[src/rtl/instr_pkg.sv]
// Shared opcode encoding and default widths for the instruction decoder slice.
package instr_pkg;

  localparam int unsigned IwDefault = 8;
  localparam int unsigned AwDefault = 4;
  localparam int unsigned CwDefault = 4;

  typedef enum logic [3:0] {
    OP_NOP = 4'h0,
    OP_JMP = 4'h1,
    OP_JNZ = 4'h2,
    OP_LDC = 4'h3,
    OP_DEC = 4'h4
  } opcode_e;

endpackage

[src/rtl/loop_counter.sv]
// Loop counter with synchronous load and a decrement that saturates at zero.
module loop_counter #(
  parameter int unsigned CW = 4
) (
  input  logic          clk,
  input  logic          sync_reset_n,
  input  logic          load,
  input  logic          dec,
  input  logic [CW-1:0] load_val,
  output logic [CW-1:0] cnt,
  output logic          zero
);

  logic [CW-1:0] cnt_d, cnt_q;

  always_comb begin
    cnt_d = cnt_q;
    if (load) begin
      cnt_d = load_val;
    end else if (dec && (cnt_q != '0)) begin
      cnt_d = cnt_q - 1'b1;
    end
  end

  // Reset takes priority over any load/decrement in the same cycle.
  always_ff @(posedge clk) begin
    if (!sync_reset_n) begin
      cnt_q <= '0;
    end else begin
      cnt_q <= cnt_d;
    end
  end

  assign cnt  = cnt_q;
  assign zero = (cnt_q == '0);

endmodule

[src/rtl/instruction_decoder.sv]
// Registers the program-memory word into ir and decodes it into jump requests for the
// program sequencer; owns the loop counter that resolves JNZ.
module instruction_decoder
  import instr_pkg::*;
#(
  parameter int unsigned IW = IwDefault,
  parameter int unsigned AW = AwDefault,
  parameter int unsigned CW = CwDefault
) (
  input  logic          clk,
  input  logic          sync_reset_n,
  input  logic [IW-1:0] pm_data,
  output logic          jmp,
  output logic          jmp_nz,
  output logic [AW-1:0] jmp_addr,
  output logic          dont_jmp,
  output logic [IW-1:0] ir,
  output logic [CW-1:0] loop_cnt,
  output logic [7:0]    from_ID
);

  logic [IW-AW-1:0] op;
  logic [AW-1:0]    operand;
  logic             cnt_load;
  logic             cnt_dec;
  logic             cnt_zero;

  always_ff @(posedge clk) begin
    if (!sync_reset_n) begin
      ir <= '0;
    end else begin
      ir <= pm_data;
    end
  end

  assign op      = ir[IW-1:AW];
  assign operand = ir[AW-1:0];

  // Outputs are gated by reset so a NOP is presented even before the first reset edge.
  always_comb begin
    jmp      = 1'b0;
    jmp_nz   = 1'b0;
    jmp_addr = '0;
    cnt_load = 1'b0;
    cnt_dec  = 1'b0;
    if (sync_reset_n) begin
      case (op)
        (IW-AW)'(OP_JMP): begin
          jmp      = 1'b1;
          jmp_addr = operand;
        end
        (IW-AW)'(OP_JNZ): begin
          jmp_nz   = 1'b1;
          jmp_addr = operand;
          cnt_dec  = 1'b1;
        end
        (IW-AW)'(OP_LDC): cnt_load = 1'b1;
        (IW-AW)'(OP_DEC): cnt_dec  = 1'b1;
        default: ;
      endcase
    end
  end

  loop_counter #(
    .CW (CW)
  ) u_loop_counter (
    .clk          (clk),
    .sync_reset_n (sync_reset_n),
    .load         (cnt_load),
    .dec          (cnt_dec),
    .load_val     (CW'(operand)),
    .cnt          (loop_cnt),
    .zero         (cnt_zero)
  );

  assign dont_jmp = !sync_reset_n || cnt_zero;
  assign from_ID  = 8'h00;

endmodule

[config.mk]
export PLATFORM = sky130hd
export DESIGN_NAME = instruction_decoder
export DESIGN_NICKNAME = d
export VERILOG_FILES = /design/src/rtl/instr_pkg.sv /design/src/rtl/loop_counter.sv /design/src/rtl/instruction_decoder.sv
export SDC_FILE = /design/constraint.sdc
export NUM_CORES = 1
export LEC_CHECK = 0
export ABC_AREA = 1
export CORE_MARGIN = 5
export CORE_UTILIZATION = 37
export CTS_CLUSTER_DIAMETER = 100
export DETAILED_ROUTE_END_ITERATION = 16
export MAX_ROUTING_LAYER = met4
export PLACE_DENSITY_LB_ADDON = 0.12
export SETUP_SLACK_MARGIN = 0.5
export SYNTH_ARGS = -nofsm -noshare
export SYNTH_HDL_FRONTEND = slang
export SYNTH_HIERARCHICAL = 1
export SYNTH_SLANG_ARGS = --single-unit
[constraint.sdc]
create_clock -name clk -period 1.39 [get_ports clk]
set_clock_uncertainty 0.05 [all_clocks]
set_input_delay 0.2085 -clock clk [delete_from_list [all_inputs] [get_ports clk]]
set_output_delay 0.2085 -clock clk [all_outputs]
set_load 0.02 [all_outputs]
==> results.yml, run 1 <==
floorplan:
  die-area_um2: 2790
  rows: 15
  die_x_um: 52.9
  core_region_area_um2: 1750
  start_util_pct: 38.9
  io_pins: 37
  die_h_um: 52.9
global_route:
  overflow: 0
  grt_use_total_pct: 17.5
  grt_max_degree: 9
  grt_pass1_wl_um: 3430
  grt_pass1_vias: 789
  antenna_found_initial: 0
logic_synthesis:
  synthArstFlopShare_pct: 0
  syn_area_um2: 679
  synth_seq_cells: 12
  synth.avg_cell_area_um2: 6.93
  yosys_warnings: 6
  netlist-cell-type-count: 24
  yosysSeqAreaShare_pct: 35.4
  synth_edf_count: 0
  synth_cells: 98
  synth_ff_type: "dfxtp_1"
worst_setup_path:
  cp_max_fo: 2
  critPathArrivalTime_ns: 1.26
  crit_chain: "inv_4 -> ha_4 -> nand3_2 -> inv_1 -> or2_4 -> buf_6"
  crit_required_ns: 1.13
  cp-end-kind: "primary output"
  crit_path_max_incr_delay_ns: 0.36
  critPathSlowestCell: "dfxtp_4"
  critPathKind: "reg2out"
  start_kind: "register"
layout:
  n_fill_cell: 136
  drive_above_1_share_pct: 58.3
  antennaDiodeCount: 0
  final_area_um2: 1340
  final_net_count: 168
  area_delta_synth_final_pct: 97.4
timing:
  rsz0062_at_grt: "true"
  setup_tns_ns: -0.813
  timing.fmax_ghz: 0.658
  finalHoldViolCount: 0
  timing.final.crit_share_pct: 109
  period_minus_slack_ns: 1.52
  worst_slack_ns: -0.130
  finalSetupViolations: 10
  drv_slew: 0
pwr:
  power.density_nw_per_um2: 675
  peakVddDrop_v: 0.000479
  p_leak_nw: 0.677
  finalPower_uw: 905
clock_tree:
  root_buffer: "clkbuf_4"
  clk_path_buf_depth: 2
  clkSinkCount: 12
  cts_max_level: 1
  cts_tree: "yes"
  cts.reportedPaths.clkPinSlew_ns: 0.08
  worstSkewPairLatency_ns: 0.27
  cts_buffers: 3
outcome:
  outcome: "finished with violations"
  failed_checks: "setup timing"
placement:
  hpwlAfterDp_um: 1460
  port_buffers: 28
  dpl-instance-area_um2: 1160
  place.gp.congestion: 0.814
  dp_worst_setup_slack_ns: -0.499
detailed_routing:
  vias: 781
  viasPerCell: 4.31
  post_drt_wl_per_cell_um: 11.6
  finalWirelength_um: 2100
  remaining_drc_errors: 0
  drtIter0Drc: 11
  firstDrtPassIters: 4
  final_antenna_net_count: 0
hold_path:
  hold_path.class: "in2reg"
run:
  max_cap_viol_count: 0
[what timing repair did]
| action | in CTS | in global routing |
|---|---|---|
| gates resized for setup | 134 | 8 |
| gates cloned | 0 | 0 |
| buffers inserted | 6 | 1 |
| endpoints found under the hold margin | 0 | 0 |
| hold buffers | 0 | 0 |
| setup endpoints to repair | 31 | 23 |
| pin swaps | 8 | 1 |
[cell type report]
cell class / instances / area, um^2 / area share (%)
Tap cell: 25 / 31.3 / 2.33
Timing Repair Buffer: 56 / 532 / 39.6
Sequential cell: 12 / 262 / 19.5
Clock buffer: 4 / 26.3 / 1.96
Inverter: 18 / 72.6 / 5.41
Multi-Input combinational cell: 66 / 418 / 31.2
[where the power goes]
part	internal [mW]	switching, mW	total, mW
Combinational	0.149	0.148	0.297
Clock	0.111	0.121	0.232
Sequential	0.360	0.0158	0.376
Total	0.620	0.285	0.905
[stage by stage]
step | utilization [%] | instances | hold WS (ns)
2_1_floorplan | - | 105 | 0.256
3_3_place_gp | 66.4 | 170 | 0.539
3_5_place_dp | 66.4 | 170 | 0.552
4_1_cts | 75.0 | 180 | 0.385
5_1_grt | 76.8 | 181 | 0.396
6_report | 76.8 | 181 | 0.393
[sequential cells by signal, indices dropped and copies added (netlist names)]
name,flops
ir,8
u_loop_counter/cnt,4
[per-layer routing]
metal / part of all wire (%) / up-vias / track usage (%)
li1: - / 397 / -
met1: 40 / 358 / 19.7
met2: 53 / 24 / 30.0
met3: 5.7 / 2 / 3.66
met4: 1.3 / 0 / 7.23
met5: 0 / - / -
[kinds of logic (layout without fill, tap and decap cells)]
family	after synthesis	after routing	share of synthesized area, %
AOI/OAI and AO/OA	11	11	8.84
xor gates and xnor gates	1	1	1.29
adders and majority gates	1	1	1.84
buffers and inverters	27	78	19.7
DFF	12	12	35.4
other	1	8	0.552
and+or+nand+nor	45	45	32.4
[worst paths after layout]
kind | from | end | slack, ns | cells past startpoint
setup / recovery | u_loop_counter/cnt[0]$_SDFFE_PN0P_ | dont_jmp | -0.13 | 6
hold / removal | pm_data[5] | ir[5]$_SDFF_PN0_ | 0.39 | 3
setup reg to reg | ir[7]$_SDFF_PN0_ | u_loop_counter/cnt[2]$_SDFFE_PN0P_ | -0.06 | 9
hold reg to reg | u_loop_counter/cnt[1]$_SDFFE_PN0P_ | u_loop_counter/cnt[1]$_SDFFE_PN0P_ | 0.58 | 3
[placed cells by master (no fill, tap or decap), types with 3 or more instances in the layout]
master           count
buf_4               23
dfxtp_4              3
nor2_4               3
inv_1               11
nand3_1              4
nor2_1               7
inv_2                5
conb_1               8
buf_6               24
clkbuf_4             3
dfxtp_2              8
nand2_2              3
nand2_1             17
clkdlybuf4s50_1      8
nand2_4              3
nor2_2               3
a21oi_2              5
o21ai_0              3
[synth_stat cells, types with 2 or more instances]
cell / n / share of area [%]
buf_4: 8 / 8.8
nand3_1: 5 / 3.7
inv_2: 3 / 1.7
a21oi_1: 5 / 3.7
dfxtp_1: 12 / 35
nand2_4: 2 / 3.3
nand2_1: 20 / 11
nand3_2: 2 / 2.9
o21ai_0: 3 / 2.2
nor2_1: 11 / 6.1
inv_1: 14 / 7.7
[worst max-delay path: cells and delay by family (launching register included)]
kind	cells	cell delay (ns)
fa+ha+maj	1	0.15
simple gates	2	0.28
buf+inv	3	0.21
flops	1	0.36
(Power assumes the default switching activity.)
==> run 2, diff against run 1 <==
- CORE_UTILIZATION: 37 -> 39
- CTS_BUF_LIST: unset -> sky130_fd_sc_hd__clkbuf_8
- PLACE_DENSITY: unset -> 0.77
- PLACE_DENSITY_LB_ADDON: 0.12 -> unset
==> results.yml, run 2 (synthesis results as in run 1) <==
floorplan:
  die_h_um: 51.7
  die-area_um2: 2680
  rows: 15
  io_pins: 37
  die_x_um: 51.7
  core_region_area_um2: 1690
  start_util_pct: 40.2
clock_tree:
  cts.reportedPaths.clkPinSlew_ns: 0.06
  cts_max_level: 1
  worstSkewPairLatency_ns: 0.24
  clkSinkCount: 12
  root_buffer: "clkbuf_8"
  cts_tree: "yes"
  hold_buffers: 0
  cts_buffers: 3
  clk_path_buf_depth: 2
pwr:
  power.density_nw_per_um2: 731
  sequentialPowerShare_pct: 36.4
  peakVddDrop_v: 0.000705
  p_sw_uw: 312
  p_leak_nw: 0.716
  switching_share_pct: 30.1
  combPwrFrac_pct: 32.2
  p_clk_share_pct: 31.4
  power.internal_uw: 725
detailed_routing:
  post_drt_wl_per_cell_um: 14.4
  finalWirelength_um: 2540
  drtIter0Drc: 12
  final_antenna_net_count: 0
  viasPerCell: 4.82
  firstDrtPassIters: 4
  remaining_drc_errors: 0
  vias: 848
placement:
  port_buffers: 28
  dpl-instance-area_um2: 1160
  dp_worst_setup_slack_ns: -0.562
  place.gp.congestion: 0.783
  hpwlAfterDp_um: 1590
timing:
  finalSetupViolations: 10
  worst_slack_ns: -0.173
  finalHoldViolCount: 0
  drv_slew: 0
  rsz0062_at_grt: "true"
  timing.fmax_ghz: 0.640
  timing.final.crit_share_pct: 112
  period_minus_slack_ns: 1.56
global_route:
  overflow: 0
  grt_use_total_pct: 21.4
  grt_pass1_vias: 895
  grt_pass1_wl_um: 4040
  antenna_found_initial: 0
  grt_max_degree: 10
run:
  max_cap_viol_count: 0
layout:
  area_delta_synth_final_pct: 109
  drive_above_1_share_pct: 59.1
  final_net_count: 171
  final_common_cell: "buf_6"
  antennaDiodeCount: 0
  n_fill_cell: 97
  top_register: "ir"
  mostFrequentLayoutCells: "buf_6 (28), buf_4 (22), nand2_1 (18)"
  final_area_um2: 1420
  largest_reg_flops: 8
worst_setup_path:
  critPathArrivalTime_ns: 1.64
  cp_max_fo: 6
  start_kind: "register"
  cp-end-kind: "register"
  crit_required_ns: 1.46
  critPathKind: "reg2reg"
outcome:
  failed_checks: "setup timing"
  outcome: "finished with violations"
hold_path:
  hold_path.class: "in2reg"
## run 2: changes by cell type in the layout (fill, tap and decap cells not counted), moves of 2 or more
cell,change
buf_6,+4
nand3_2,-2
nand3_4,+2
clkbuf_4,-3
clkbuf_8,+3
## run 2: stage by stage
stage          std cells  util [%]  power (mW)  hold slack, ns  setup TNS (ns)
2_1_floorplan        105         -       0.522           0.256               0
3_3_place_gp         164      68.9       0.632           0.535           -4.65
3_5_place_dp         164      68.9       0.638           0.545           -4.97
4_1_cts              176      81.0        1.02           0.436          -0.708
5_1_grt              176      84.0        1.09           0.431           -1.73
6_report             176      84.0        1.04           0.433           -1.06
## run 2: worst max-delay path, stage by stage, from the launching register on
cell and delay (ns):
dfxtp_4 0.35, nor2_4 0.17, nand3_4 0.15, buf_6 0.16, o21ai_4 0.16, nand2_4 0.09, xor2_1 0.20, a21oi_1 0.10
## run 2: power groups by stage
stage / sequential (mW) / combinational (mW) / clock [mW]
global placement: 0.379 / 0.253 / 0
floorplan: 0.403 / 0.119 / 0
finish: 0.378 / 0.333 / 0.326
detailed placement: 0.380 / 0.259 / 0
global route: 0.379 / 0.355 / 0.357
CTS: 0.376 / 0.310 / 0.331
## run 2: layer usage
layer	track usage (%)	up-vias	wire length, um
met4	8.73	0	31
li1	-	406	-
met3	5.16	4	188
met5	-	-	0
met1	23.1	398	944
met2	37.7	40	1380
## run 2: final timing paths
check / to / slack (ns) / depth (start not counted) / startpoint
worst max-delay path: u_loop_counter/cnt[0]$_SDFFE_PN0P_ / -0.17 / 7 / ir[6]$_SDFF_PN0_
worst min-delay path: ir[4]$_SDFF_PN0_ / 0.43 / 3 / pm_data[4]
worst max register to register: u_loop_counter/cnt[0]$_SDFFE_PN0P_ / -0.17 / 7 / ir[6]$_SDFF_PN0_
worst min register to register: u_loop_counter/cnt[3]$_SDFFE_PN0P_ / 0.52 / 3 / u_loop_counter/cnt[3]$_SDFFE_PN0P_
## run 2: final cells by class
| class | count | area [um^2] | area share, % |
|---|---|---|---|
| flip-flops and latches | 12 | 262 | 18.4 |
| clock buffers | 3 | 41.3 | 2.91 |
| inverters | 18 | 77.6 | 5.47 |
| repair buffers | 59 | 569 | 40.1 |
| well taps | 17 | 21.3 | 1.50 |
| multi-input cells | 66 | 444 | 31.3 |
| clock inverters | 1 | 3.75 | 0.265 |
## run 2: what timing repair did
action | 4_1_cts | 5_1_grt
pin swaps | 13 | 8
endpoints found under the setup margin | 26 | 23
buffers inserted | 8 | 0
resized for setup | 140 | 12
==> run 3, diff against run 2 <==
- CORE_ASPECT_RATIO: unset -> 1.25
==> results.yml, run 3 (synthesis results as in run 1) <==
floorplan:
  die_x_um: 47.3
  start_util_pct: 41.9
  die-area_um2: 2680
  io_pins: 37
  die_h_um: 56.7
  rows: 16
  core_region_area_um2: 1620
detailed_routing:
  post_drt_wl_per_cell_um: 16.3
  viasPerCell: 4.90
  remaining_drc_errors: 0
  firstDrtPassIters: 4
  finalWirelength_um: 2890
  final_antenna_net_count: 0
  vias: 868
  drtIter0Drc: 30
worst_setup_path:
  critPathKind: "reg2reg"
  crit_required_ns: 1.46
  start_kind: "register"
  cp-end-kind: "register"
  critPathArrivalTime_ns: 1.65
  cp_max_fo: 5
timing:
  worst_slack_ns: -0.185
  finalHoldViolCount: 0
  drv_slew: 0
  period_minus_slack_ns: 1.58
  setup_tns_ns: -1.25
  finalSetupViolations: 11
  rsz0062_at_grt: "true"
  timing.final.crit_share_pct: 113
  timing.fmax_ghz: 0.635
layout:
  drive_above_1_share_pct: 59.7
  final_net_count: 171
  area_delta_synth_final_pct: 112
  final_area_um2: 1440
  mostFrequentLayoutCells: "buf_6 (33), nand2_1 (19), buf_4 (17)"
  antennaDiodeCount: 0
  finish.cell_count_without_fillers: 177
  largest_reg_flops: 8
  top_register: "ir"
  n_fill_cell: 72
  final_common_cell: "buf_6"
pwr:
  finalPower_mw: 1.05
  power.density_nw_per_um2: 728
  peakVddDrop_v: 0.000648
  p_leak_nw: 0.708
outcome:
  outcome: "finished with violations"
  failed_checks: "setup timing"
hold_path:
  hold_path.class: "in2reg"
placement:
  dpl-instance-area_um2: 1150
  dpl.cell_count: 163
  port_buffers: 28
  hpwlAfterDp_um: 1520
  dp_worst_setup_slack_ns: -0.527
  place.gp.congestion: 0.762
clock_tree:
  cts_tree: "yes"
  root_buffer: "clkbuf_8"
  hold_buffers: 0
  cts.reportedPaths.clkPinSlew_ns: 0.06
  cts_buffers: 3
  clk_path_buf_depth: 2
  worstSkewPairLatency_ns: 0.24
  clkSinkCount: 12
  cts_max_level: 1
global_route:
  overflow: 0
  antenna_found_initial: 0
  grt_use_total_pct: 21.3
  grt_pass1_vias: 834
  grt_pass1_wl_um: 3920
  grt_max_degree: 12
run:
  max_cap_viol_count: 0
## run 3: area by class of cell
class / instances / area (um^2) / area share (%)
Sequential cell: 12 / 265 / 18.4
Timing Repair Buffer: 59 / 588 / 40.8
Tap cell: 18 / 22.5 / 1.56
Inverter: 18 / 75.1 / 5.20
Clock inverter: 1 / 3.75 / 0.260
Clock buffer: 3 / 41.3 / 2.86
Multi-Input combinational cell: 66 / 447 / 31.0
## run 3: metal layers
layer | global-route usage [%] | share of wire, % | vias to the layer above
met5 | - | 0 | -
met4 | 14.2 | 2.4 | 0
met3 | 4.15 | 6.2 | 6
met2 | 33.5 | 54 | 48
met1 | 22.7 | 38 | 409
li1 | - | - | 405
## run 3: power by group
group,total [mW],switching [mW],internal (mW)
clock network,0.334,0.138,0.195
logic,0.340,0.172,0.168
registers,0.376,0.0167,0.360
total,1.05,0.327,0.723
## run 3: worst paths after layout
path	start	to	slack (ns)	cells after the start
setup reg to reg	u_loop_counter/cnt[0]$_SDFFE_PN0P_	u_loop_counter/cnt[1]$_SDFFE_PN0P_	-0.19	9
hold reg to reg	u_loop_counter/cnt[2]$_SDFFE_PN0P_	u_loop_counter/cnt[2]$_SDFFE_PN0P_	0.62	3
hold / removal	pm_data[4]	ir[4]$_SDFF_PN0_	0.44	3
setup / recovery	u_loop_counter/cnt[0]$_SDFFE_PN0P_	u_loop_counter/cnt[1]$_SDFFE_PN0P_	-0.19	9
## run 3: timing repair
| item | in CTS | in global routing |
|---|---|---|
| resized for setup | 140 | 17 |
| setup endpoints to repair | 29 | 23 |
| setup buffers | 4 | 6 |
| pin swaps | 9 | 6 |
| endpoints found under the hold margin | 0 | 0 |
## run 3: critical path, stage by stage (launching register included)
cell and delay, ns:
dfxtp_4 0.35, inv_4 0.06, ha_4 0.14, nand3_4 0.06, buf_4 0.13, buf_4 0.13, nand2_4 0.07, nand2_4 0.08
o21ai_0 0.30, nor2_1 0.09
## run 3: per-stage QoR
| step | hold slack (ns) | util (%) |
|---|---|---|
| after floorplan | 0.256 | - |
| after global placement | 0.539 | 70.9 |
| after detailed placement | 0.548 | 70.9 |
| after CTS | 0.428 | 81.3 |
| after global routing | 0.460 | 89.0 |
| final | 0.443 | 89.0 |
